`src/rtl/dmem_pkg.sv`:
```
// Shared op encodings, FSM state type and op normalisation helper for the
// data-memory arbiter.
package dmem_pkg;

  localparam logic [2:0] OP_NONE = 3'b000;

  localparam logic [2:0] OP_LB  = 3'b001;
  localparam logic [2:0] OP_LH  = 3'b010;
  localparam logic [2:0] OP_LW  = 3'b011;
  localparam logic [2:0] OP_LD  = 3'b100;
  localparam logic [2:0] OP_LBU = 3'b101;
  localparam logic [2:0] OP_LHU = 3'b110;
  localparam logic [2:0] OP_LWU = 3'b111;

  localparam logic [2:0] OP_SB = 3'b001;
  localparam logic [2:0] OP_SH = 3'b010;
  localparam logic [2:0] OP_SW = 3'b011;
  localparam logic [2:0] OP_SD = 3'b100;

  typedef enum logic [1:0] {
    IDLE,
    ACCESS,
    DONE
  } state_e;

  // Store codes 101-111 are not stores; fold them to OP_NONE.
  function automatic logic [2:0] wr_norm(input logic [2:0] wr_op);
    return (wr_op inside {OP_SB, OP_SH, OP_SW, OP_SD}) ? wr_op : OP_NONE;
  endfunction

endpackage

```
`src/rtl/dmem_arbiter_if.sv`:
```
// Requester and memory-side signal bundle of the data-memory arbiter; the
// slave modport is the arbiter's view, master is the requesters plus memory.
interface dmem_arbiter_if #(
  parameter int ADDR_W = 64,
  parameter int DATA_W = 64
);
  logic [1:0]        req;
  logic [2:0]        rd_op0;
  logic [2:0]        rd_op1;
  logic [2:0]        wr_op0;
  logic [2:0]        wr_op1;
  logic [ADDR_W-1:0] addr0;
  logic [ADDR_W-1:0] addr1;
  logic [DATA_W-1:0] wdata0;
  logic [DATA_W-1:0] wdata1;
  logic [1:0]        done;
  logic [DATA_W-1:0] rdata;
  logic              busy;
  logic [2:0]        mem_read;
  logic [2:0]        mem_write;
  logic [ADDR_W-1:0] mem_addr;
  logic [DATA_W-1:0] mem_wdata;
  logic [DATA_W-1:0] mem_rdata;

  modport slave (
    input  req, rd_op0, rd_op1, wr_op0, wr_op1, addr0, addr1, wdata0, wdata1,
    input  mem_rdata,
    output done, rdata, busy, mem_read, mem_write, mem_addr, mem_wdata
  );

  modport master (
    output req, rd_op0, rd_op1, wr_op0, wr_op1, addr0, addr1, wdata0, wdata1,
    output mem_rdata,
    input  done, rdata, busy, mem_read, mem_write, mem_addr, mem_wdata
  );

endinterface

```
`src/rtl/dmem_rr_pick.sv`:
```
// Combinational two-way round-robin select: a lone request wins outright,
// a tie goes to the port named by the pointer.
module dmem_rr_pick (
  input  logic [1:0] req_i,
  input  logic       ptr_i,
  output logic       grant_valid_o,
  output logic       grant_idx_o
);

  assign grant_valid_o = |req_i;
  assign grant_idx_o   = (&req_i) ? ptr_i : req_i[1];

endmodule

```
`src/rtl/dmem_arbiter.sv`:
```
// Shares one data-memory command port between two requesters; each
// transaction runs IDLE -> ACCESS -> DONE with round-robin fairness.
module dmem_arbiter
  import dmem_pkg::*;
#(
  parameter int ADDR_W = 64,
  parameter int DATA_W = 64
) (
  input  logic           clk,
  input  logic           rst_n,
  dmem_arbiter_if.slave  bus
);

  state_e            state_q, state_d;
  logic              ptr_q, ptr_d;
  logic              owner_q, owner_d;
  logic [2:0]        cmd_rd_q, cmd_rd_d;
  logic [2:0]        cmd_wr_q, cmd_wr_d;
  logic [ADDR_W-1:0] cmd_addr_q, cmd_addr_d;
  logic [DATA_W-1:0] cmd_wdata_q, cmd_wdata_d;
  logic [DATA_W-1:0] rdata_q, rdata_d;

  logic              grant_valid;
  logic              grant_idx;
  logic [2:0]        sel_rd;
  logic [2:0]        sel_wr;
  logic [ADDR_W-1:0] sel_addr;
  logic [DATA_W-1:0] sel_wdata;

  dmem_rr_pick u_pick (
    .req_i         (bus.req),
    .ptr_i         (ptr_q),
    .grant_valid_o (grant_valid),
    .grant_idx_o   (grant_idx)
  );

  assign sel_rd    = grant_idx ? bus.rd_op1 : bus.rd_op0;
  assign sel_wr    = wr_norm(grant_idx ? bus.wr_op1 : bus.wr_op0);
  assign sel_addr  = grant_idx ? bus.addr1  : bus.addr0;
  assign sel_wdata = grant_idx ? bus.wdata1 : bus.wdata0;

  always_comb begin
    state_d     = state_q;
    ptr_d       = ptr_q;
    owner_d     = owner_q;
    cmd_rd_d    = cmd_rd_q;
    cmd_wr_d    = cmd_wr_q;
    cmd_addr_d  = cmd_addr_q;
    cmd_wdata_d = cmd_wdata_q;
    rdata_d     = rdata_q;

    case (state_q)
      IDLE: begin
        if (grant_valid) begin
          owner_d     = grant_idx;
          cmd_wr_d    = sel_wr;
          // A real store suppresses the load so the response reads as zero.
          cmd_rd_d    = (sel_wr != OP_NONE) ? OP_NONE : sel_rd;
          cmd_addr_d  = sel_addr;
          cmd_wdata_d = sel_wdata;
          state_d     = ACCESS;
        end
      end
      ACCESS: begin
        rdata_d = (cmd_rd_q == OP_NONE) ? '0 : bus.mem_rdata;
        state_d = DONE;
      end
      DONE: begin
        ptr_d   = ~owner_q;
        state_d = IDLE;
      end
      default: state_d = IDLE;
    endcase
  end

  always_ff @(posedge clk) begin
    if (!rst_n) begin
      state_q     <= IDLE;
      ptr_q       <= 1'b0;
      owner_q     <= 1'b0;
      cmd_rd_q    <= OP_NONE;
      cmd_wr_q    <= OP_NONE;
      cmd_addr_q  <= '0;
      cmd_wdata_q <= '0;
      rdata_q     <= '0;
    end else begin
      state_q     <= state_d;
      ptr_q       <= ptr_d;
      owner_q     <= owner_d;
      cmd_rd_q    <= cmd_rd_d;
      cmd_wr_q    <= cmd_wr_d;
      cmd_addr_q  <= cmd_addr_d;
      cmd_wdata_q <= cmd_wdata_d;
      rdata_q     <= rdata_d;
    end
  end

  // Gating with rst_n keeps a store or done pulse from escaping on the
  // same edge that drops an in-flight transaction.
  assign bus.mem_read  = (state_q == ACCESS && rst_n) ? cmd_rd_q : OP_NONE;
  assign bus.mem_write = (state_q == ACCESS && rst_n) ? cmd_wr_q : OP_NONE;
  assign bus.mem_addr  = cmd_addr_q;
  assign bus.mem_wdata = cmd_wdata_q;
  assign bus.done      = (state_q == DONE && rst_n) ? (owner_q ? 2'b10 : 2'b01) : 2'b00;
  assign bus.rdata     = rdata_q;
  assign bus.busy      = (state_q != IDLE);

endmodule

```
`src/flat_wrapper.sv`:
```
// flat-port wrapper written by rule: the top's interface ports become plain ports
module dmem_arbiter_flat import dmem_pkg::*;
#(
  parameter int ADDR_W = 64,
  parameter int DATA_W = 64
)
  (clk, rst_n, bus_req, bus_rd_op0, bus_rd_op1, bus_wr_op0, bus_wr_op1, bus_addr0, bus_addr1, bus_wdata0, bus_wdata1, bus_mem_rdata, bus_done, bus_rdata, bus_busy, bus_mem_read, bus_mem_write, bus_mem_addr, bus_mem_wdata);
  dmem_arbiter_if #(.ADDR_W(ADDR_W), .DATA_W(DATA_W)) bus_i ();
  input  logic clk;
  input  logic rst_n;
  input wire logic [$bits(bus_i.req)-1:0] bus_req;
  input wire logic [$bits(bus_i.rd_op0)-1:0] bus_rd_op0;
  input wire logic [$bits(bus_i.rd_op1)-1:0] bus_rd_op1;
  input wire logic [$bits(bus_i.wr_op0)-1:0] bus_wr_op0;
  input wire logic [$bits(bus_i.wr_op1)-1:0] bus_wr_op1;
  input wire logic [$bits(bus_i.addr0)-1:0] bus_addr0;
  input wire logic [$bits(bus_i.addr1)-1:0] bus_addr1;
  input wire logic [$bits(bus_i.wdata0)-1:0] bus_wdata0;
  input wire logic [$bits(bus_i.wdata1)-1:0] bus_wdata1;
  input wire logic [$bits(bus_i.mem_rdata)-1:0] bus_mem_rdata;
  output wire logic [$bits(bus_i.done)-1:0] bus_done;
  output wire logic [$bits(bus_i.rdata)-1:0] bus_rdata;
  output wire logic [$bits(bus_i.busy)-1:0] bus_busy;
  output wire logic [$bits(bus_i.mem_read)-1:0] bus_mem_read;
  output wire logic [$bits(bus_i.mem_write)-1:0] bus_mem_write;
  output wire logic [$bits(bus_i.mem_addr)-1:0] bus_mem_addr;
  output wire logic [$bits(bus_i.mem_wdata)-1:0] bus_mem_wdata;
  assign bus_i.req = bus_req;
  assign bus_i.rd_op0 = bus_rd_op0;
  assign bus_i.rd_op1 = bus_rd_op1;
  assign bus_i.wr_op0 = bus_wr_op0;
  assign bus_i.wr_op1 = bus_wr_op1;
  assign bus_i.addr0 = bus_addr0;
  assign bus_i.addr1 = bus_addr1;
  assign bus_i.wdata0 = bus_wdata0;
  assign bus_i.wdata1 = bus_wdata1;
  assign bus_i.mem_rdata = bus_mem_rdata;
  assign bus_done = bus_i.done;
  assign bus_rdata = bus_i.rdata;
  assign bus_busy = bus_i.busy;
  assign bus_mem_read = bus_i.mem_read;
  assign bus_mem_write = bus_i.mem_write;
  assign bus_mem_addr = bus_i.mem_addr;
  assign bus_mem_wdata = bus_i.mem_wdata;
  dmem_arbiter #(.ADDR_W(ADDR_W), .DATA_W(DATA_W)) u_core (.clk(clk), .rst_n(rst_n), .bus(bus_i));
endmodule
```
`config.mk`:
```
export PLATFORM = sky130hd
export DESIGN_NAME = dmem_arbiter_flat
export DESIGN_NICKNAME = d
export VERILOG_FILES = /design/src/rtl/dmem_pkg.sv /design/src/rtl/dmem_arbiter_if.sv /design/src/rtl/dmem_rr_pick.sv /design/src/rtl/dmem_arbiter.sv /design/src/flat_wrapper.sv
export SDC_FILE = /design/constraint.sdc
export NUM_CORES = 1
export LEC_CHECK = 0
export CAP_MARGIN = 20
export CORE_AREA = 2 2 206 208
export DETAILED_ROUTE_END_ITERATION = 6
export DIE_AREA = 0 0 208 210
export PLACE_DENSITY = 0.49
export SLEW_MARGIN = 20
export SYNTH_ARGS = -nofsm -noshare
export SYNTH_HDL_FRONTEND = slang
export SYNTH_SLANG_ARGS = --single-unit
```
`constraint.sdc`:
```
create_clock -name clk -period 2.09 [get_ports clk]
set_input_delay 0.418 -clock clk [delete_from_list [all_inputs] [get_ports clk]]
set_output_delay 0.418 -clock clk [all_outputs]
set_load 0.01 [all_outputs]
```
### Word-level counts from Yosys, hierarchy flattened

Cells that the tools add are included.

* muxes and demuxes: 14
* equality and inequality tests: 7
* bitwise operators: 1
* reductions and logical operators: 10

Operators by type and width (number)
* $mux 64: 3
* $mux 3: 6
* $eq 3x2->1 const B: 2
* $mux 2: 3
* $pmux 2 s2: 1
* $reduce_and 2->1: 2
* $reduce_bool 4->1: 1
* $eq 3x1->1 const B: 1
* $eq 3x3->1 const B: 1
* $logic_not 3->1: 1
* $reduce_bool 3->1: 1
* $eq 2x1->1 const B: 1
* $eq 2x2->1 const B: 1
* $logic_and 1x1->1: 2
* $logic_not 2->1: 1
* $ne 2x1->1 const B: 1
* $reduce_bool 2->1: 1
* $reduce_or 2->1: 1
* $mux 1: 1
* $not 1->1: 1

* output and inout port bits: 201
* logic and storage cells: 40
* bits in registers: 202
* input bits: 336

### Logic depth before layout (Yosys ltp)

Gate-level depths: netlist of run 1.

* depth in word-level cells: 8
* depth in mapped cells: 6

### Cells and area by module

From an unflattened synthesis of run 1, not the netlist that was laid out.

* cell total of the unflattened synthesis: 850
* area, all modules: 8827.2 µm²

By module, submodules not included
* dmem_arbiter: instances 1, area each 8809.7 µm², cells each 847
* dmem_rr_pick: instances 1, area each 17.5 µm², cells each 3

### Worst setup path before layout of run 1

OpenSTA, ideal clock, no wires.

* path type: input to register
* from: input port bus_req[0]
* to: register u_core.cmd_wr_q[1]
* path buffers: 1
* stages: 5
* data arrival time: 1.317 ns
* slack: 0.685 ns
* cell sequence: inv_1 -> o21ai_4 -> buf_12 -> or3b_1 -> a311oi_2

* longest elaborated chain between the ends: 6
* elaborated cells on any way between the ends: 11
* classes of those cells: eq/ne (4); mux (3); reduce/logical (4)

RTL lines
* from (decl): line flat_wrapper.sv:11 `input wire logic [$bits(bus_i.req)-1:0] bus_req;`
* $reduce_and 2->1: line dmem_rr_pick.sv:11 `assign grant_idx_o = (&req_i) ? ptr_i : req_i[1];`
* $mux 1: line dmem_rr_pick.sv:11
* $mux 3: line dmem_arbiter.sv:38 `assign sel_wr = wr_norm(grant_idx ? bus.wr_op1 : bus.wr_op0);`
* $eq 3x1->1 (tied with other cells): line dmem_pkg.sv:28 `return (wr_op inside {OP_SB, OP_SH, OP_SW, OP_SD}) ? wr_op : OP_NONE;`
* $reduce_bool 4->1: line dmem_pkg.sv:28
* $mux 3: line dmem_pkg.sv:28
* to (signal assigned): line dmem_arbiter.sv:91 `cmd_wr_q <= cmd_wr_d;`
* to (decl): line dmem_arbiter.sv:18 `logic [2:0] cmd_wr_q, cmd_wr_d;`

Several ways; a longest one is shown, not always the timed one.
A chain may end at the register's enable or synchronous reset.

### Worst setup path after layout of run 1

* from: register u_core.rdata_q[38] (netlist: u_core.bus.rdata[38])
* to: output port bus_rdata[38]

RTL lines
* from (decl): line dmem_arbiter.sv:21 `logic [DATA_W-1:0] rdata_q, rdata_d;`
* from (signal assigned): line dmem_arbiter.sv:94 `rdata_q <= rdata_d;`
* to (decl): line flat_wrapper.sv:22 `output wire logic [$bits(bus_i.rdata)-1:0] bus_rdata;`

No word-level cell between the ends.

==> results.cfg, run 1 <==
[status]
run_status = complete, no violations

[setup_path]
ff_to_ff_setup_slack_ns = 0.33
timing.rr.start = u_core.state_q[1]$_SDFFE_PN0P_
critical_path.max_fanout = 2
r2r_end = u_core.bus.rdata[31]$_SDFFE_PN0N_
worstRegToRegCells = 5
cpLargestDelayFamily = buffers and inverters
critical_path_required_ns = 1.67
crit_chain = clkdlybuf4s50_1
worst_ep_arrival_time_ns = 1.54
setup.worst_path.start_class = flop
critical_path.n_buffers_inverters = 1
critical_path.slowest_cell = sky130_fd_sc_hd__clkdlybuf4s50_1
worstSetupPathType = reg -> out
timing.critical_path.to_type = output port
timing.critical_path.slowest_cell_delay_ns = 0.60

[synthesis]
synth_simple_gate_area_share_pct = 10.5
yosys.area.top_type_share_pct = 47.3
main_combinational_cell_family_by_area_after_synthesis = compound AO/OA/AOI/OAI gates
post_synth_inst_count = 848
yosysWarnings = 0
synth-main-ff-cell = sky130_fd_sc_hd__dfxtp_1
synth_compound_gate_area_share_pct = 19.6
post_synth_mux_area_share_pct = 15.5
synthesis.nets = 1184
synth_seq_cells = 202
synth.avg_cell_area_um2 = 10.1
mappedNetlistArea_mm2 = 0.00855
share_of_flip_flops_with_an_asynchronous_set_or_reset_after_synthesis_pct = 0
post_synth_xor_area_fraction_pct = 0.205
post_synth_fa_ha_maj_area_fraction_pct = 0
synth_enable_flop_cells = 0
synth_sequential_area_ratio_pct = 47.3
post_synth_main_area_contributors = sky130_fd_sc_hd__dfxtp_1 47%, sky130_fd_sc_hd__mux2i_1 15%, sky130_fd_sc_hd__a211oi_1 9.1%
synth.lib_cells_used.distinct = 34
post-synth-top-area-cell = sky130_fd_sc_hd__dfxtp_1

[layout]
antenna_cells_inserted = 0
nNetsFinal = 1736
fraction_of_final_layout_cells_with_drive_strength_greater_than_1_pct = 11.1
synthToLayoutAreaGrowth_pct = 82.6
most-common-layout-cells = 527 x sky130_fd_sc_hd__clkdlybuf4s50_1, 201 x sky130_fd_sc_hd__nor2_1, 200 x sky130_fd_sc_hd__dfxtp_1
layout_commonest_cell = sky130_fd_sc_hd__clkdlybuf4s50_1

[timing]
fmaxAchievable_mhz = 511
fin_crit_ns = 1.96
grt_setup_unrepaired = no
worst-slew-pin-transition_ns = 0.720
setup_slack_ns = 0.132
worst_hold_slack_ns = 0.493
timing.final.hold_violations = 0
max_transition_viols_final = 0
worst_clock_skew_ns = 0.0211
finalCritPeriodShare_pct = 93.7
report.final.setup_viol = 0
max-slew-margin-rel_pct = 52.0

[clock_network]
cts_made_buffers = 25
cts_buffer_depth = 3
cts_sinks = 202
post_cts_setup_bufs = 0
cts_htree_levels = 1
clockRootBuffer = sky130_fd_sc_hd__clkbuf_16
worst_skew_pair.late_latency_ns = 0.54
tritoncts = yes
clock_transition_at_the_registers_of_the_reported_paths_ns = 0.06

[detailed_routing]
drt_pass1_iterations = 4
detail_route.iter0.violations = 290
postRouteWirelength_mm = 35.7
detailroute.via_count = 8385
post_route_antenna_net_violation_count = 0
avgViaCountPerCell = 4.28
avgRoutedWirePerCell_um = 18.2
met1_length_mm = 14.6
top_signal_layer_used = met5
dr_wl_met2_mm = 17.3
wl_met3_mm = 3.19
drc = 0

[grt]
wire_length_of_the_first_global_routing_pass_mm = 53.2
global_route.usage.total_pct = 15.6
grt_max_degree = 66
grt_remaining_overflow = 0
vias_in_the_first_global_route = 8663
grt_antenna_before_repair = 5

[floorplan]
initial_core_util_pct = 20.6
core-area_mm2 = 0.0415
cell_row_count = 75
die_area_mm2 = 0.0437
chipHeight_um = 210
chipWidth_um = 208
top_level_ports = 537

[worst_hold_path]
hold_depth = 3
kind_of_path_behind_the_tightest_hold_check = in -> reg
hp-start = bus_mem_rdata[46]
worstHoldEndpoint = u_core.bus.rdata[46]$_SDFFE_PN0N_

[run]
drv_cap = 0

[pwr]
power_per_cell_area_mw_per_mm2 = 778
leakagePower_nw = 6.37
max-vdd-ir-drop_mv = 0.457

[placement]
buffer_ports.inserted = 536
half_perimeter_wire_length_after_placement_mm = 27.5
gp_routability_congestion = 0.771
place_worst_setup_slack_ns = -0.148
==> metrics by stage <==
stage | utilization, % | power [mW] | cells | TNS [ns] | area (um2)
3_5_place_dp | 35.5 | 7.42 | 1912 | -4.81 | 14700
3_3_place_gp | 35.5 | 7.41 | 1912 | -2.27 | 14700
2_1_floorplan | - | 5.67 | 848 | 0 | 8550
6_report | 37.6 | 12.1 | 1958 | 0 | 15600
5_1_grt | 37.6 | 12.7 | 1958 | 0 | 15600
4_1_cts | 37.7 | 12.4 | 1958 | 0 | 15600
==> tightest hold or removal path, cell delays in order <==
cell,delay [ns]
sky130_fd_sc_hd__clkdlybuf4s50_1,0.45
sky130_fd_sc_hd__a22oi_1,0.06
sky130_fd_sc_hd__nor2_1,0.07
==> state kept, by name (all words and copies together) (netlist names) <==
register              flops
u_core.cmd_rd_q           3
u_core.bus.mem_addr      64
u_core.bus.rdata         64
u_core.bus.mem_wdata     64
u_core.cmd_wr_q           3
u_core.state_q            2
u_core.owner_q            1
u_core.ptr_q              1
==> synth_stat cells (3+ instances only) <==
cell                       number
sky130_fd_sc_hd__dfxtp_1      202
sky130_fd_sc_hd__nor2_1       201
sky130_fd_sc_hd__mux2i_1      132
sky130_fd_sc_hd__a211oi_1     104
sky130_fd_sc_hd__a22oi_1       64
sky130_fd_sc_hd__buf_2         28
sky130_fd_sc_hd__clkbuf_1      28
sky130_fd_sc_hd__a211oi_2      25
sky130_fd_sc_hd__buf_12        14
sky130_fd_sc_hd__and3_1         7
sky130_fd_sc_hd__buf_1          6
sky130_fd_sc_hd__nand3_1        4
sky130_fd_sc_hd__inv_1          3
sky130_fd_sc_hd__nand2_1        3
sky130_fd_sc_hd__o31ai_1        3
==> power breakdown <==
group | total (mW) | switching [mW] | internal, mW
registers | 4.39 | 0.187 | 4.20
clock network | 4.85 | 1.80 | 3.05
logic | 2.91 | 1.25 | 1.66
==> area by class of cell <==
cell class                 instances  area (um2)
clock buffer                      32         722
clock inverter                    14         203
fill                            4145       25900
inverter                           4        20.0
multi-input combinational        563        3930
sequential                       202        4050
tap                              539         674
timing repair buffer             604        6010
==> per-layer routing <==
layer / up-vias / GRT usage [%]
met2: 344 / 27.3
met5: - / 0
met4: 2 / 2.86
met1: 3818 / 18.5
li1: 4176 / -
met3: 45 / 5.63
==> logic make-up after synthesis <==
kind of cell | Yosys count
muxes | 132
and+or+nand+nor | 225
AOI/OAI and AO/OA | 204
buffers and inverters | 83
DFF | 202
xor gates and xnor gates | 2
==> worst max path at each step <==
stage / slack, ns / end / cells past startpoint / startpoint
detailed placement: -0.15 / u_core.bus.mem_wdata[3]$_SDFFE_PN0P_ / 7 / bus_req[0]
CTS: 0.007 / bus_mem_write[1] / 4 / u_core.state_q[0]$_SDFFE_PN0P_
finish: 0.13 / bus_rdata[38] / 1 / u_core.bus.rdata[38]$_SDFFE_PN0N_
global placement: -0.12 / bus_mem_write[2] / 4 / rst_n
global route: 0.0002 / bus_busy / 3 / u_core.state_q[0]$_SDFFE_PN0P_
floorplan: 0.69 / u_core.cmd_wr_q[1]$_SDFFE_PN0P_ / 5 / bus_req[0]
==> what timing repair did <==
item | CTS | global route
gates resized for setup | 17 | 13
pin swaps | 0 | 0
hold buffers | 0 | 0
hold endpoints to repair | 0 | 0
setup endpoints to repair | 9 | 8
Power figures use the tool's default switching activity.
==> run 2: changes to the inputs <==
- clock period: 2.09 -> 2.53 ns (I/O delays scaled with it)
==> run 2 against run 1 <==
Effect of this change:
- global-route usage about the same
- cell area decreased by 1.7%
- utilization decreased by 0.62 points
- clock power decreased by 29%
- critical endpoint is now bus_mem_write[1]
- sequential share of layout area increased by 0.44 points
- cell count decreased by 1.3%
- combinational power decreased by 19%
- setup slack got worse by 0.028 ns
- largest power group is now registers
- via count decreased by 0.76%
- sequential power decreased by 17%
- clock skew decreased by 0.0052 ns
- highest routed layer unchanged
==> results.cfg, run 2 (synthesis gave the netlist of run 1 again) <==
[status]
run_status = complete, no violations

[timing]
fin_crit_ns = 2.43
worst-slew-pin-transition_ns = 0.731
finalCritPeriodShare_pct = 95.9
totalNegativeSetupSlack_ns = 0
worst_clock_skew_ns = 0.0160
grt_setup_unrepaired = no
report.final.setup_viol = 0
max_transition_viols_final = 0
timing.final.hold_violations = 0
fmaxAchievable_mhz = 412
max-slew-margin-rel_pct = 51.3

[layout]
nNetsFinal = 1713
most-common-layout-cells = 535 x sky130_fd_sc_hd__clkdlybuf4s50_1, 201 x sky130_fd_sc_hd__nor2_1, 200 x sky130_fd_sc_hd__dfxtp_1
finish.cell_count_without_fillers = 1932
layout.cell_area.non_filler_mm2 = 0.0154
layout_commonest_cell = sky130_fd_sc_hd__clkdlybuf4s50_1
fraction_of_final_layout_cells_with_drive_strength_greater_than_1_pct = 8.55
synthToLayoutAreaGrowth_pct = 79.6

[placement]
gp_routability_congestion = 0.774
dp_cells = 1887
placedInstanceArea_mm2 = 0.0145
half_perimeter_wire_length_after_placement_mm = 27.1
buffer_ports.inserted = 536

[floorplan]
cell_row_count = 75
die_area_mm2 = 0.0437
top_level_ports = 537
chipHeight_um = 210
core-area_mm2 = 0.0415
chipWidth_um = 208
initial_core_util_pct = 20.6

[detailed_routing]
drc = 0
drt_pass1_iterations = 4
detailroute.via_count = 8321
avgRoutedWirePerCell_um = 18.3
postRouteWirelength_mm = 35.4
avgViaCountPerCell = 4.31
post_route_antenna_net_violation_count = 0
detail_route.iter0.violations = 310

[clock_network]
clockRootBuffer = sky130_fd_sc_hd__clkbuf_16
worst_skew_pair.late_latency_ns = 0.53
cts_made_buffers = 26
cts_buffer_depth = 3
cts_htree_levels = 1
postCtsHoldBufs = 0
clock_transition_at_the_registers_of_the_reported_paths_ns = 0.05
tritoncts = yes
cts_sinks = 202

[grt]
grt_remaining_overflow = 0
wire_length_of_the_first_global_routing_pass_mm = 53.4
global_route.usage.total_pct = 15.6
grt_max_degree = 66
grt_antenna_before_repair = 3
vias_in_the_first_global_route = 8691

[setup_path]
critical_path.max_fanout = 14
timing.critical_path.to_type = output port
critical_path_required_ns = 2.02
worst_ep_arrival_time_ns = 1.92
worstSetupPathType = in -> out
setup.worst_path.start_class = input port

[pwr]
max-vdd-ir-drop_mv = 0.473
cellInternalPower_mw = 6.89
power.share.sequential_pct = 38.4
leakagePower_nw = 6.19
p_clk_share_pct = 36.6
combinationalPowerShare_pct = 25.0
power_per_cell_area_mw_per_mm2 = 615
post-layout-total-power_mw = 9.45
sw_frac_of_total_pct = 27.1
power.net_switching_mw = 2.56

[run]
drv_cap = 0

[worst_hold_path]
kind_of_path_behind_the_tightest_hold_check = reg -> reg
-- run 2: final cells by class --
| cell class | instances | area, um2 |
|---|---|---|
| diodes | 1 | 2.50 |
| clock buffers | 36 | 759 |
| clock inverters | 7 | 41.3 |
| fillers | 4171 | 26100 |
| inverters | 4 | 20.0 |
| multi-input cells | 563 | 3930 |
| flip-flops and latches | 202 | 4050 |
| well taps | 539 | 674 |
| repair buffers | 580 | 5880 |
-- run 2: per-stage QoR --
step	hold WS, ns	setup WS, ns	util, %
floorplan	0.451	1.04	-
global placement	0.485	0.0725	35.0
detailed placement	0.490	0.0509	35.0
CTS	0.498	0.00917	37.0
global route	0.513	0.00114	37.0
finish	0.495	0.104	37.0
-- run 2: per-layer routing --
layer	up-vias	GRT usage [%]	wire length, um
li1	4136	-	-
met1	3799	18.9	14800
met2	341	26.9	17000
met3	43	4.96	2950
met4	2	3.67	656
met5	-	0	17
-- run 2: worst max-delay path, cell delays in order --
cell,delay [ns]
sky130_fd_sc_hd__clkdlybuf4s50_1,0.50
sky130_fd_sc_hd__buf_12,0.17
sky130_fd_sc_hd__and3_1,0.18
sky130_fd_sc_hd__clkdlybuf4s50_1,0.53
-- run 2: worst paths after layout --
kind	startpoint	end	slack (ns)	depth (start not counted)
max reg2reg	u_core.state_q[0]$_SDFFE_PN0P_	u_core.bus.mem_addr[2]$_SDFFE_PN0P_	0.87	6
min	u_core.bus.mem_addr[55]$_SDFFE_PN0P_	u_core.bus.mem_addr[55]$_SDFFE_PN0P_	0.49	2
min reg2reg	u_core.bus.mem_addr[55]$_SDFFE_PN0P_	u_core.bus.mem_addr[55]$_SDFFE_PN0P_	0.49	2
max	rst_n	bus_mem_write[1]	0.10	4
-- run 2: power by group through the flow --
stage	registers (mW)	clock network (mW)	logic, mW
final	3.63	3.45	2.37
after global routing	3.66	3.73	2.55
after CTS	3.63	3.60	2.41
after floorplan	3.80	0	0.881
after global placement	3.69	0	2.39
after detailed placement	3.69	0	2.39
-- run 2: timing repair --
item | 4_1_cts | 5_1_grt
setup buffers | 1 | 0
hold endpoints to repair | 0 | 0
endpoints found under the setup margin | 6 | 7
gates resized for setup | 3 | 3
